## src/rtl/mem_access_unit_pkg.sv

```systemverilog
// Shared definitions for the MEM pipeline stage: ALU op codes, reset level and
// the per-instruction bundle captured while a memory access is outstanding.
package mem_access_unit_pkg;

    localparam logic RST_ENABLE  = 1'b0;
    localparam logic RST_DISABLE = 1'b1;

    localparam int unsigned ALUOP_W    = 4;
    localparam int unsigned REG_ADDR_W = 5;

    localparam logic [ALUOP_W-1:0] EXE_NOP_OP = 4'h0;
    localparam logic [ALUOP_W-1:0] EXE_ADD_OP = 4'h1;
    localparam logic [ALUOP_W-1:0] EXE_SUB_OP = 4'h2;
    localparam logic [ALUOP_W-1:0] EXE_AND_OP = 4'h3;
    localparam logic [ALUOP_W-1:0] EXE_OR_OP  = 4'h4;
    localparam logic [ALUOP_W-1:0] EXE_XOR_OP = 4'h5;
    localparam logic [ALUOP_W-1:0] EXE_SLL_OP = 4'h6;
    localparam logic [ALUOP_W-1:0] EXE_SRL_OP = 4'h7;
    localparam logic [ALUOP_W-1:0] EXE_SLT_OP = 4'h8;
    localparam logic [ALUOP_W-1:0] EXE_LUI_OP = 4'h9;
    localparam logic [ALUOP_W-1:0] EXE_LW_OP  = 4'hA;
    localparam logic [ALUOP_W-1:0] EXE_SW_OP  = 4'hB;

    // Writeback-side fields held while the memory transaction is in flight.
    typedef struct packed {
        logic                  is_load;
        logic [REG_ADDR_W-1:0] wd;
        logic                  wreg;
    } mem_op_t;

    function automatic logic is_mem_op(input logic [ALUOP_W-1:0] op);
        return (op == EXE_LW_OP) || (op == EXE_SW_OP);
    endfunction

endpackage

```

## src/rtl/mem_access_unit_timeout_ctr.sv

```systemverilog
// Bounds how long the MEM stage waits for a data-memory acknowledge.
module mem_timeout_ctr
    import mem_access_unit_pkg::*;
#(
    parameter int unsigned TIMEOUT = 15
) (
    input  logic clk,
    input  logic rst,
    input  logic clr,
    input  logic en,
    output logic hit_c
);

    localparam int unsigned CNT_W = (TIMEOUT > 1) ? $clog2(TIMEOUT) : 1;

    logic [CNT_W-1:0] cnt_q;

    always_ff @(posedge clk) begin
        if (rst == RST_ENABLE) begin
            cnt_q <= '0;
        end else if (clr) begin
            cnt_q <= '0;
        end else if (en) begin
            cnt_q <= cnt_q + CNT_W'(1);
        end
    end

    assign hit_c = (cnt_q == CNT_W'(TIMEOUT - 1));

endmodule

```

## src/rtl/mem_access_unit.sv

```systemverilog
// MEM pipeline stage: runs load/store req/ack transactions against data memory
// and registers the writeback bundle for every accepted instruction.
module mem_access_unit
    import mem_access_unit_pkg::*;
#(
    parameter int unsigned ADDR_W  = 10,
    parameter int unsigned DATA_W  = 32,
    parameter int unsigned TIMEOUT = 15
) (
    input  logic                  clk,
    input  logic                  rst,
    input  logic                  in_valid,
    input  logic [ALUOP_W-1:0]    aluop_i,
    input  logic [ADDR_W-1:0]     mem_addr_i,
    input  logic [DATA_W-1:0]     store_data_i,
    input  logic [REG_ADDR_W-1:0] wd_i,
    input  logic                  wreg_i,
    input  logic [DATA_W-1:0]     wdata_i,
    output logic                  stall_o,
    output logic                  dmem_req_o,
    output logic                  dmem_we_o,
    output logic [ADDR_W-3:0]     dmem_addr_o,
    output logic [DATA_W-1:0]     dmem_wdata_o,
    input  logic                  dmem_ack_i,
    input  logic [DATA_W-1:0]     dmem_rdata_i,
    output logic                  wb_valid_o,
    output logic [REG_ADDR_W-1:0] wd_o,
    output logic                  wreg_o,
    output logic [DATA_W-1:0]     wdata_o,
    output logic                  err_o
);

    typedef enum logic [0:0] {
        ST_IDLE = 1'b0,
        ST_BUSY = 1'b1
    } state_e;

    state_e  state_q, state_d;
    mem_op_t op_q, op_d;

    logic                  stall_c;
    logic                  cnt_clr, cnt_en, timeout_hit;
    logic                  is_mem, misaligned;

    logic                  req_d, we_d;
    logic [ADDR_W-3:0]     daddr_d;
    logic [DATA_W-1:0]     dwdata_d;
    logic                  wb_valid_d, wreg_d, err_d;
    logic [REG_ADDR_W-1:0] wd_d;
    logic [DATA_W-1:0]     wdata_d;

    assign is_mem     = is_mem_op(aluop_i);
    assign misaligned = (mem_addr_i[1:0] != 2'b00);

    mem_timeout_ctr #(
        .TIMEOUT (TIMEOUT)
    ) u_timeout_ctr (
        .clk   (clk),
        .rst   (rst),
        .clr   (cnt_clr),
        .en    (cnt_en),
        .hit_c (timeout_hit)
    );

    // Stall is combinational so upstream holds in the very cycle of acceptance.
    assign stall_o = (rst != RST_ENABLE) && stall_c;

    always_ff @(posedge clk) begin
        if (rst == RST_ENABLE) begin
            state_q      <= ST_IDLE;
            op_q         <= '0;
            dmem_req_o   <= 1'b0;
            dmem_we_o    <= 1'b0;
            dmem_addr_o  <= '0;
            dmem_wdata_o <= '0;
            wb_valid_o   <= 1'b0;
            wd_o         <= '0;
            wreg_o       <= 1'b0;
            wdata_o      <= '0;
            err_o        <= 1'b0;
        end else begin
            state_q      <= state_d;
            op_q         <= op_d;
            dmem_req_o   <= req_d;
            dmem_we_o    <= we_d;
            dmem_addr_o  <= daddr_d;
            dmem_wdata_o <= dwdata_d;
            wb_valid_o   <= wb_valid_d;
            wd_o         <= wd_d;
            wreg_o       <= wreg_d;
            wdata_o      <= wdata_d;
            err_o        <= err_d;
        end
    end

    always_comb begin
        state_d    = state_q;
        op_d       = op_q;
        stall_c    = 1'b0;
        cnt_clr    = 1'b0;
        cnt_en     = 1'b0;
        req_d      = dmem_req_o;
        we_d       = dmem_we_o;
        daddr_d    = dmem_addr_o;
        dwdata_d   = dmem_wdata_o;
        wb_valid_d = 1'b0;
        wreg_d     = 1'b0;
        wd_d       = wd_o;
        wdata_d    = wdata_o;
        err_d      = 1'b0;

        unique case (state_q)
            ST_IDLE: begin
                cnt_clr = 1'b1;
                if (in_valid) begin
                    if (!is_mem) begin
                        wb_valid_d = 1'b1;
                        wd_d       = wd_i;
                        wreg_d     = wreg_i;
                        wdata_d    = wdata_i;
                    end else if (misaligned) begin
                        wb_valid_d = 1'b1;
                        wd_d       = wd_i;
                        err_d      = 1'b1;
                    end else begin
                        stall_c      = 1'b1;
                        state_d      = ST_BUSY;
                        op_d.is_load = (aluop_i == EXE_LW_OP);
                        op_d.wd      = wd_i;
                        op_d.wreg    = wreg_i;
                        req_d        = 1'b1;
                        we_d         = (aluop_i == EXE_SW_OP);
                        daddr_d      = mem_addr_i[ADDR_W-1:2];
                        dwdata_d     = store_data_i;
                    end
                end
            end

            ST_BUSY: begin
                // Ack takes priority over a coincident timeout.
                if (dmem_ack_i) begin
                    state_d    = ST_IDLE;
                    req_d      = 1'b0;
                    we_d       = 1'b0;
                    wb_valid_d = 1'b1;
                    wd_d       = op_q.wd;
                    if (op_q.is_load) begin
                        wreg_d  = op_q.wreg;
                        wdata_d = dmem_rdata_i;
                    end
                end else if (timeout_hit) begin
                    state_d    = ST_IDLE;
                    req_d      = 1'b0;
                    we_d       = 1'b0;
                    wb_valid_d = 1'b1;
                    wd_d       = op_q.wd;
                    err_d      = 1'b1;
                end else begin
                    stall_c = 1'b1;
                    cnt_en  = 1'b1;
                end
            end

            default: state_d = ST_IDLE;
        endcase
    end

endmodule

```

## config.mk

```make
export PLATFORM = sky130hd
export DESIGN_NAME = mem_access_unit
export DESIGN_NICKNAME = d
export VERILOG_FILES = /design/src/rtl/mem_access_unit_pkg.sv /design/src/rtl/mem_access_unit_timeout_ctr.sv /design/src/rtl/mem_access_unit.sv
export SDC_FILE = /design/constraint.sdc
export NUM_CORES = 1
export LEC_CHECK = 0
export BUFFER_PORTS_ARGS = -buffer_cell sky130_fd_sc_hd__buf_2
export CAP_MARGIN = 20
export CORE_MARGIN = 4
export CORE_UTILIZATION = 46
export DETAILED_ROUTE_END_ITERATION = 6
export MAX_ROUTING_LAYER = met4
export PLACE_DENSITY_LB_ADDON = 0.15
export RECOVER_POWER = 100
export SETUP_SLACK_MARGIN = 0.2
export SLEW_MARGIN = 20
export SYNTH_ARGS = -nofsm -noshare
export SYNTH_HDL_FRONTEND = slang
export SYNTH_SLANG_ARGS = --single-unit
export TNS_END_PERCENT = 20
```

## constraint.sdc

```tcl
create_clock -name clk -period 1.8 [get_ports clk]
set_input_delay 0.18 -clock clk [delete_from_list [all_inputs] [get_ports clk]]
set_output_delay 0.18 -clock clk [all_outputs]
set_load 0.1 [all_outputs]
```

Word level (Yosys, flattened, before mapping)
Index checks and enable logic that the tools add are counted.

Register bits: 94. Latch bits: 0. RAM bits: 0. Memory bits (read-only): 0. Input port bits: 120. Word-level logic and storage cells: 79. Memories: 0.

Add/subtract/negate cells: 1. Multipliers: 0. Divide/modulo/power cells: 0. Order comparisons: 0. Equality and inequality tests: 11. Shift-type cells: 0. Muxes and demuxes: 43. Bitwise gates (word level): 2. Reductions and logical operators: 8.

Operator list (count): two-way mux 32 bit (4); case mux 32 bit (2 select lines) (1); two-way mux 1 bit (26); two-way mux 5 bit (5); equality test 4 bit (second input constant) (3); case mux 1 bit (2 select lines) (6); AND reduction 4 bit (3); != test 2 bit (second input constant) (5); case mux 5 bit (2 select lines) (1); adder 4 x 1 -> 4 bit (second input constant) (1); != test 3 x 2 -> 1 bit (second input constant) (1); != test 3 bit (second input constant) (1); AND reduction 3 bit (1); != test 2 x 1 -> 1 bit (second input constant) (1); inverter 1 bit (2); AND reduction 2 bit (1); nonzero test 2 bit (1); logical AND 1 bit (1); logical OR 1 bit (1).

Longest topological paths before layout
Word-level depth: 6. Mapped depth: 8. Gate-level depth less buffers: 6.

Hierarchy
From an unflattened synthesis, not the netlist that was laid out.

Cell total of the unflattened synthesis: 457. Area, all modules: 4185.3 µm².

By module, submodules not included: mem_access_unit (times used 1, cells an instance 437, area an instance 3985.1 µm², sequential area each 1801.7 µm²); mem_timeout_ctr (times used 1, cells an instance 20, area an instance 200.2 µm², sequential area each 80.1 µm²).

Worst setup path before layout
Ideal clock, no wire load.

Path type: register to output. Start point: register u_timeout_ctr.cnt_q[0]. End point: output port stall_o. Arrival: 1854 ps. Setup slack: -234 ps. Cell stages (with the launch flop): 7. Buffers on the path: 1. Cells stage by stage: dfxtp_1 -> inv_1 -> ha_1 -> and3_1 -> buf_6 -> nor2_1 -> o21a_1.

Cells in the longest elaborated chain, start to end: 5.

Ends and longest elaborated chain: from (decl) (line mem_access_unit_timeout_ctr.sv:16) `logic [CNT_W-1:0] cnt_q;`; from (signal assigned) (line mem_access_unit_timeout_ctr.sv:24) `cnt_q <= cnt_q + CNT_W'(1);`; equality test 4 bit (line mem_access_unit_timeout_ctr.sv:28) `assign hit_c = (cnt_q == CNT_W'(TIMEOUT - 1));`; two-way mux 1 bit (line mem_access_unit.sv:151) `end else if (timeout_hit) begin`; two-way mux 1 bit (line mem_access_unit.sv:141) `if (dmem_ack_i) begin`; case mux 1 bit (2 select lines) (line mem_access_unit.sv:112) `unique case (state_q)`; logical AND 1 bit (line mem_access_unit.sv:66) `assign stall_o = (rst != RST_ENABLE) && stall_c;`; to (decl) (line mem_access_unit.sv:19) `output logic stall_o,`.

Every way passes these cells.

Worst setup path after layout
Ends and elaborated chain as after synthesis.

==> metrics.log <==
[metrics] portion of synthesized cell area occupied by the leading cell type: 0.469
[metrics] PortBufs: 202
[metrics] fmax: 0.603 GHz
[metrics] start of the worst register-to-register path: u_timeout_ctr.cnt_q[0]$_SDFFE_PN0P_
[metrics] result of the run: finished, final reports clean
[metrics] number of top-level pins: 203
[metrics] Num CTS Buffers: 9
[metrics] data required time at the worst endpoint: 1620 ps
[metrics] endpoint kind of the worst setup timing path: output port
[metrics] LEAKAGE: 2.56 nW
[metrics] clock root cell: clkbuf_8
[metrics] RSZ-0062 raised after global routing: yes
[metrics] cell row count: 33
[metrics] total DRC errors in the routed layout: 0
[metrics] Synth area leaders: dfxtp_1 47%, nand2_1 12%, mux2i_1 9.2%
[metrics] Slew Viols, Final: 0
[metrics] CTS max path bufs: 2
[metrics] clock transition at the register clock pins on the worst setup and hold paths after CTS: 90 ps
[metrics] total number of clock tree sinks: 94
[metrics] number of antenna violations at the first check in global routing: 0
[metrics] total wire length after detailed routing: 9940 um
[metrics] dpl hpwl: 7280 um
[metrics] most frequently used flop master after synthesis: dfxtp_1
[metrics] average via count per standard cell: 4.89
[metrics] width of the die: 101 um
[metrics] transition time at the pin with the least slew margin: 571 ps
[metrics] Layout Nets: 740
[metrics] Max FO, Critical Path: 3
[metrics] final hold violation count: 0
[metrics] minimum clock period: 1660 ps
[metrics] Clock Latency Late Sink: 340 ps
[metrics] worst ir drop on vdd: 0.439 mV
[metrics] maximum cell stage delay along the critical path: 340 ps
[metrics] Most Used Layer, Global Route: met2
[metrics] switching share of power: 0.320
[metrics] met3 usage: 0.0399
[metrics] Hold WC Path Type: in -> reg
[metrics] power spent charging and discharging nets: 0.00145 W
[metrics] Remaining Overflow, GRT: 0
[metrics] cell area after placement: 5050 sq um
[metrics] setup TNS after final layout: 0 ps
[metrics] via count of the routed design: 3562
[metrics] Antenna Diode Count: 0
[metrics] Yosys warning count: 0
[metrics] part of the Yosys area used for sequential elements: 0.469
[metrics] cells traversed along the worst timing path: inv_1 -> ha_4 -> and3_4 -> nor2_4 -> o21a_4 -> buf_12
[metrics] global-route wire length before repair: 15800 um
[metrics] FF+latch count, synth: 94
[metrics] GR Layer Usage met2: 0.318
[metrics] total power density per cell area: 853 nW/um^2
[metrics] data arrival at the endpoint of the critical path: 1480 ps
[metrics] synthesis-to-finish area growth: 32.3%
[metrics] buffer and inverter count on the worst path: 2
[metrics] count of max-cap constraint violations: 0
[metrics] Final Cycle Share: 0.922
[metrics] crit path launch: u_timeout_ctr.cnt_q[0]$_SDFFE_PN0P_
[metrics] overall power after layout: 0.00453 W
[metrics] drt wl/cell: 13.7 um
[metrics] hold wc startpoint: store_data_i[24]
[metrics] Internal Power: 0.00308 W
[metrics] global routing usage summed across all routing layers: 0.194
[metrics] area of all placed cells without fillers: 5310 sq um
[metrics] number of global-route vias before repair: 3391
[metrics] part of the total power dissipated in combinational logic: 0.216
[metrics] worst hold slack: 74.0 ps
[metrics] DRT iter0 DRCs: 95
[metrics] proportion of power drawn by flip-flops and latches: 0.484
[metrics] Unique masters post-synth: 33
[metrics] crit path kind: reg -> out
[metrics] largest net degree at the start of global routing: 67
[metrics] Relative slew margins: 0.621
[metrics] standard cell with the maximum stage delay on the critical path: dfxtp_1
[metrics] initial standard-cell utilization of the core: 0.481
[metrics] average size of a mapped cell: 9.43 sq um
[metrics] cell count after synthesis: 426
[metrics] Clk pwr share: 0.300
[metrics] final setup violation count: 0
[metrics] TritonCTS clock tree: built
[metrics] met1 GRT Util: 0.243
[metrics] Critical Path Start Type: register
[metrics] proportion of layout cells with a drive suffix above 1: 0.387
[metrics] total die area: 10300 sq um
[metrics] most numerous cell types in the synthesized netlist: 128 x nand2_1, 94 x dfxtp_1, 47 x a21boi_1
[metrics] Post-DRT Antenna Nets: 0
[metrics] share of async-settable or async-resettable flops after synthesis: 0
[metrics] largest clock skew in the final design: 14.4 ps
[metrics] final weighted congestion of routability-driven global placement: 0.776
[metrics] most area-hungry cell type in the Yosys netlist: dfxtp_1
[metrics] share of the core filled with cells in the final layout: 0.637
[metrics] height of the chip: 101 um
[metrics] EDFF count, synth: 0
[metrics] H-Tree Level Count: 3
[metrics] Syn Nets: 548
[metrics] post-synthesis instance area: 4020 sq um
[metrics] leading cell type by number of instances after synthesis: nand2_1
[metrics] cell class contributing the biggest share of worst-path delay: flip-flops
[metrics] total core area: 8340 sq um
[metrics] TritonRoute pass-1 iters: 5
[metrics by stage]
| step | instances | worst slack [ps] |
|---|---|---|
| detailed placement | 705 | 93.7 |
| finish | 728 | 141 |
| floorplan | 426 | 165 |
| global placement | 705 | 148 |
| global route | 728 | 58.2 |
| CTS | 728 | 163 |
[worst register-to-register path, stage by stage, from the launching register on]
cell and delay (ps):
dfxtp_1 340, inv_1 70, ha_4 160, and3_4 190
buf_4 130, o21a_1 270, o311a_2 410
[metal layers]
layer / part of all wire / wire [um]
met5: 0 / 0
met4: 0.011 / 110
met3: 0.081 / 803
met2: 0.47 / 4670
met1: 0.44 / 4350
[worst paths after layout]
path | end | slack, ps | cells past startpoint
setup / recovery | stall_o | 140 | 6
hold / removal | dmem_wdata_o[24]$_SDFFE_PN0P_ | 70 | 3
setup reg to reg | wd_o[4]$_SDFFE_PN0P_ | 140 | 6
hold reg to reg | dmem_wdata_o[3]$_SDFFE_PN0P_ | 460 | 2
[final cells by class]
| type | instances | area, sq um |
|---|---|---|
| clock buffers | 13 | 149 |
| clock inverters | 3 | 43.8 |
| fillers | 757 | 3030 |
| inverters | 1 | 3.75 |
| multi-input cells | 295 | 1920 |
| flip-flops and latches | 94 | 1890 |
| well taps | 105 | 131 |
| repair buffers | 217 | 1180 |
[cell usage in the layout (no fill, tap or decap), types with 2 or more instances in the layout]
cell,instances
xnor2_1,3
nor2_1,7
o21ai_1,5
clkbuf_2,82
nand3_1,4
mux2i_1,37
o211a_1,33
o21ai_0,2
o21a_1,3
dfxtp_1,92
o311a_1,4
buf_12,4
a21boi_0,44
nand2_1,128
and3_4,2
a21boi_1,4
buf_2,119
clkbuf_8,10
buf_4,9
clkbuf_1,4
[sequential cells by signal, summed over array words and instances, names as in the netlist, 4 cells and up]
name and cells:
dmem_addr_o 8, dmem_wdata_o 32, op_q 7, u_timeout_ctr.cnt_q 4, wd_o 5, wdata_o 32
[cell families (layout without fill, tap and decap cells)]
logic type               count (synthesis)  in the layout  synth area share
multiplexers                            37             37            0.0922
AO/OA/AOI/OAI                          101            101             0.210
buffers and inverters                   37            234            0.0636
AND/OR/NAND/NOR                        152            152             0.153
XOR/XNOR                                 3              3           0.00655
adder cells (fa/ha/maj)                  2              2           0.00623
flip-flops                              94             94             0.469
[timing repair]
action,4_1_cts,5_1_grt
hold buffers,0,0
setup buffers,7,0
gates cloned,0,0
pin swaps,2,0
resized for setup,15,3
setup endpoints to repair,6,9
[power groups by stage]
stage	logic (W)	clock network (W)	registers [W]
after floorplan	0.000218	0	0.00277
after global placement	0.000985	0	0.00224
after detailed placement	0.000992	0	0.00224
after CTS	0.000996	0.00140	0.00219
after global routing	0.00103	0.00150	0.00220
final	0.000980	0.00136	0.00219
Power figures use the tool's default switching activity.
